===== src/rtl/my_package_pkg.sv =====
// Shared constants and state encoding for the split {msb,lsb} bunch counter tracker.
package my_package_pkg;

  localparam logic [11:0] LSB_CNT_MAX = 12'd3563;
  localparam logic        ZERO        = 1'b0;
  localparam logic        ONE         = 1'b1;

  typedef enum logic [1:0] {
    UNLOCKED = 2'd0,
    SYNC     = 2'd1,
    LOCKED   = 2'd2
  } state_t;

  function automatic logic lsb_in_range(input logic [11:0] lsb);
    return (lsb <= LSB_CNT_MAX);
  endfunction

endpackage


===== src/rtl/split_cnt_succ.sv =====
// Combinational successor of a split {msb,lsb} count; msb wraps modulo 8.
module split_cnt_succ
  import my_package_pkg::*;
(
  input  logic [2:0]  msb,
  input  logic [11:0] lsb,
  output logic [2:0]  succ_msb,
  output logic [11:0] succ_lsb
);

  // lsb rolls over at LSB_CNT_MAX and carries into msb
  always_comb begin
    if (lsb == LSB_CNT_MAX) begin
      succ_lsb = 12'd0;
      succ_msb = msb + 3'd1;
    end else begin
      succ_lsb = lsb + 12'd1;
      succ_msb = msb;
    end
  end

endmodule


===== config.mk =====
export PLATFORM = sky130hd
export DESIGN_NAME = split_cnt_succ
export DESIGN_NICKNAME = d
export VERILOG_FILES = /design/src/rtl/my_package_pkg.sv /design/src/rtl/split_cnt_succ.sv
export SDC_FILE = /design/constraint.sdc
export NUM_CORES = 1
export LEC_CHECK = 0
export BUFFER_PORTS_ARGS = -buffer_cell sky130_fd_sc_hd__buf_2
export CORE_AREA = 4 4 41 43
export DETAILED_ROUTE_END_ITERATION = 10
export DIE_AREA = 0 0 45 47
export MAX_ROUTING_LAYER = met4
export PLACE_DENSITY_LB_ADDON = 0.2
export SLEW_MARGIN = 0
export SYNTH_ARGS = -nofsm -noshare
export SYNTH_HDL_FRONTEND = slang
export SYNTH_SLANG_ARGS = --single-unit

===== constraint.sdc =====
create_clock -name vclk -period 2.25
set_clock_uncertainty 0.2 [all_clocks]
set_input_delay 0.225 -clock vclk [all_inputs]
set_output_delay 0.225 -clock vclk [all_outputs]
set_load 0.01 [all_outputs]

; Word level (Yosys, flattened, before mapping)
; Index checks and enable logic that the tools add are counted.
; W data, S select, Z words.
[word_totals]
regBits = 0
input_bits = 15
out_inout_bits = 15
word_cells = 5
[classes]
addsub = 2
eq_ne = 1
mux = 2
[op_table]
columns = cell, n
row1 = $add A12 B1 Y12 const B, 1
row2 = $eq A12 B12 Y1 const B, 1
row3 = $mux W12, 1
row4 = $add A3 B1 Y3 const B, 1
row5 = $mux W3, 1

; Logic depth before layout (Yosys ltp)
[depth]
ltp_word = 2
mapped_depth = 5
mapped_depth_nobuf = 4

; Worst setup path before layout
; No wires, ideal clock.
[synth_path]
path_kind = input -> output
startpoint = in lsb[0]
endpoint = out succ_msb[1]
arrival_ns = 1.375
t_required_ns = 1.825
slack_ns = 0.450
path_stages = 4
n_path_buf = 0
path_cell_list = ha_1 -> or3b_4 -> nor3_4 -> mux2_1
[synth_via]
elab_chain_len = 2
[synth_lines]
columns = element, line
row1 = start: declaration, split_cnt_succ.sv:6  ; input logic [11:0] lsb,
row2 = $eq A12 B12 Y1, split_cnt_succ.sv:13  ; if (lsb == LSB_CNT_MAX) begin
row3 = $mux W3, split_cnt_succ.sv:13
row4 = end: declaration, split_cnt_succ.sv:7  ; output logic [2:0] succ_msb,
; Every way passes these cells.

; Worst setup path after layout
[layout_path]
startpoint = in lsb[0]
endpoint = out succ_msb[0]
; The elaborated chain is that of the path after synthesis.

==> parameters.txt <==
Parameter                              Value

Power
  Peak supply drop ... about 0.000066 V
  Leakage Power ... roughly 0.25 nW
  Pwr dens ... 157 nW/um^2

Die
  Total Die Area ... 2120 um^2
  Starting Density ... 0.283
  Total core area ... 1300 um^2
  Floorplan die width ... 45 um
  Die Height ... 47 um
  Boundary Pins ... 30
  Row Count ... 13

Final layout
  Share of post-route cells with drive strength above 1 ... 0.481
  Area used by sequential logic in the layout ... 0 um^2
  Fill count ... 147
  Final net count ... 100
  Count of flip-flops and latches ... 0
  Clk_buf instances ... 0
  Final core occ ... 0.410
  N_diodes ... 0
  Post-synthesis to final-layout area growth ... 44.9%

Timing
  Minimum clock period after layout ... 2.05 ns
  Worst slew pin tran ... ~0.32 ns
  Hold Fails Final Rpt ... 0
  Number of endpoints failing setup at the final stage ... 0
  Max-slew violation count ... 0
  Sum of negative setup slack ... 0 ns
  RSZ-0062 raised after global routing ... false
  Tcrit/Tclk final ... 0.910
  Worst rel slew slack ... 0.785
  Fmax ... 488 MHz

Worst setup path
  Cell-by-cell listing of the critical path ... buf_2, ha_1, or3b_4, nor3_4, buf_4, xor2_2, buf_2
  Slowest CP cell ... sky130_fd_sc_hd__or3b_4
  Required time at the endpoint of the critical path ... around 1.8 ns
  Startpoint-to-endpoint class of the critical path ... input pin to output port
  Maximum cell stage delay along the critical path ... 0.42 ns
  Buf/Inv on CP ... 3
  CP Data Arrival Time ... 1.62 ns
  Delay-heaviest family, CP ... simple AND/OR/NAND/NOR gates
  Source of the critical timing path ... lsb[0]
  Top cell by count, worst path ... sky130_fd_sc_hd__buf_2
  Worst-path maximum fanout ... 11
  Category of the worst setup path capture point ... output port
  Kind of launch point of the worst setup path ... input pin

Logic synthesis
  Post-synthesis cell count ... 51
  Most area-consuming cells after synthesis ... sky130_fd_sc_hd__xor2_1 (7.1%), sky130_fd_sc_hd__a21oi_1 (6.8%), sky130_fd_sc_hd__ha_1 (6.8%), sky130_fd_sc_hd__nand3_1 (6.8%), sky130_fd_sc_hd__nand4_2 (6.8%)
  Yosys synthesis warning count ... 0
  Netlist Area Pre-Place ... approximately 370 um^2
  Top-area cell type share of the netlist area ... 0.0714
  Cell variety after synth ... 26
  Synth cell count leaders ... sky130_fd_sc_hd__a21oi_1 (5), sky130_fd_sc_hd__nand3_1 (5), sky130_fd_sc_hd__o21ai_0 (4)
  Library cell occupying the most area in the post-synthesis netlist ... sky130_fd_sc_hd__xor2_1
  Post-Syn Nets ... 68
  Average cell area after synthesis ... 7.21 um^2
  Proportion of synthesized chip area in sequential cells ... 0

Hold path
  Classification of the worst-slack hold path ... input pin to output port
  Source of the worst hold timing path ... msb[2]

Route
  Antenna-violating nets left ... 0
  1st-pass router iterations ... 4
  Iteration-0 DRC Markers ... 16
  Vias after detailed routing ... 487
  Routed wire per std cell ... about 12 um
  Overall routed net length ... 1.11 mm
  Post-DR vias/cell ... roughly 5
  # DRC ... 0

Clocking
  Number of buffers added to fix hold violations after cts ... 0
  Post-CTS Setup Inserts ... 0
  Post_cts resized ... 0

GRT
  Antenna violations before repair ... 0
  Most Used Layer, Global Route ... met2
  Met3 Usage GRT ... 0.00383
  Global routing met2 resource utilization ... 0.206
  Global-route usage over all layers ... 0.111
  Pin count of the biggest net entering global routing ... 12
  Met1 Use GR ... 0.140
  Number of global-route vias before repair ... 431
  Gr ovfl total ... 0
  Global-route wire length before repair ... 1.81 mm

Place
  Port Buffers ... 30
  HPWL reported at the end of detailed placement ... roughly 940 um
  Weighted congestion at the end of routability-driven global placement ... 0.694

Run
  Number of maximum-capacitance constraint violations ... 0

Run status
  Status ... finished, final reports clean
worst paths after layout:
path | end | slack (ns) | cells after the start
worst max-delay path | succ_msb[0] | 0.20 | 7
worst min-delay path | succ_msb[2] | 0.52 | 3
cell families after synthesis:
logic type / share of synthesized area
AOI/OAI and AO/OA: 0.187
xor gates and xnor gates: 0.163
adders and majority gates: 0.0680
buffers and inverters: 0.0612
muxes: 0.0306
and+or+nand+nor: 0.490
power by group:
part	leakage (nW)	total (mW)	switching, mW	internal, mW
Sequential	0	0	0	0
Clock	0	0	0	0
Combinational	0.254	0.0837	0.0472	0.0365
Total	0.254	0.0837	0.0472	0.0365
placed cells by master, fill, tap and decap left out:
master                     synthesis  final
sky130_fd_sc_hd__xor2_2            1      1
sky130_fd_sc_hd__nor2_1            3      3
sky130_fd_sc_hd__nand2_1           2      2
sky130_fd_sc_hd__xnor2_1           2      2
sky130_fd_sc_hd__buf_4             0      1
sky130_fd_sc_hd__nand4_2           2      2
sky130_fd_sc_hd__or3b_4            1      1
sky130_fd_sc_hd__or4_4             1      1
sky130_fd_sc_hd__a21oi_2           1      1
sky130_fd_sc_hd__o21ai_0           4      4
sky130_fd_sc_hd__nor2b_1           1      1
sky130_fd_sc_hd__mux2_1            1      1
sky130_fd_sc_hd__nand4_1           2      2
sky130_fd_sc_hd__or4_1             1      1
sky130_fd_sc_hd__buf_2             0     30
sky130_fd_sc_hd__nor3_1            1      1
sky130_fd_sc_hd__nor3_4            1      1
sky130_fd_sc_hd__nand4b_1          1      1
sky130_fd_sc_hd__ha_1              2      2
sky130_fd_sc_hd__or3_2             1      1
sky130_fd_sc_hd__inv_1             3      3
sky130_fd_sc_hd__or3_1             3      3
sky130_fd_sc_hd__nand3_1           5      5
sky130_fd_sc_hd__nor4_1            1      1
sky130_fd_sc_hd__a21oi_1           5      5
sky130_fd_sc_hd__xor2_1            3      3
sky130_fd_sc_hd__o31ai_1           2      2
routing by layer:
metal,up-vias,part of all wire
met5,-,0
met1,212,0.41
met3,0,0.10
met2,20,0.49
li1,255,-
met4,0,0
final cells by class:
type / instances / area, um^2 / area share
well taps: 15 / 18.8 / 0.0352
repair buffers: 31 / 158 / 0.296
inverters: 3 / 11.3 / 0.0211
multi-input cells: 47 / 345 / 0.648
stage by stage:
stage | hold WS (ns) | setup WS, ns | area [um^2] | power (mW) | std cells
finish | 0.516 | 0.202 | 533 | 0.0837 | 96
global route | 0.550 | 0.111 | 533 | 0.0942 | 96
CTS | 0.518 | 0.193 | 533 | 0.0849 | 96
detailed placement | 0.517 | 0.196 | 533 | 0.0845 | 96
global placement | 0.517 | 0.221 | 533 | 0.0827 | 96
floorplan | 0.298 | 0.450 | 368 | 0.0380 | 51
tightest hold or removal path, delay by kind of cell:
kind	cells	cell delay, ns
XOR/XNOR	1	0.05
buffers and inverters	2	0.21
Power figures use the tool's default switching activity.
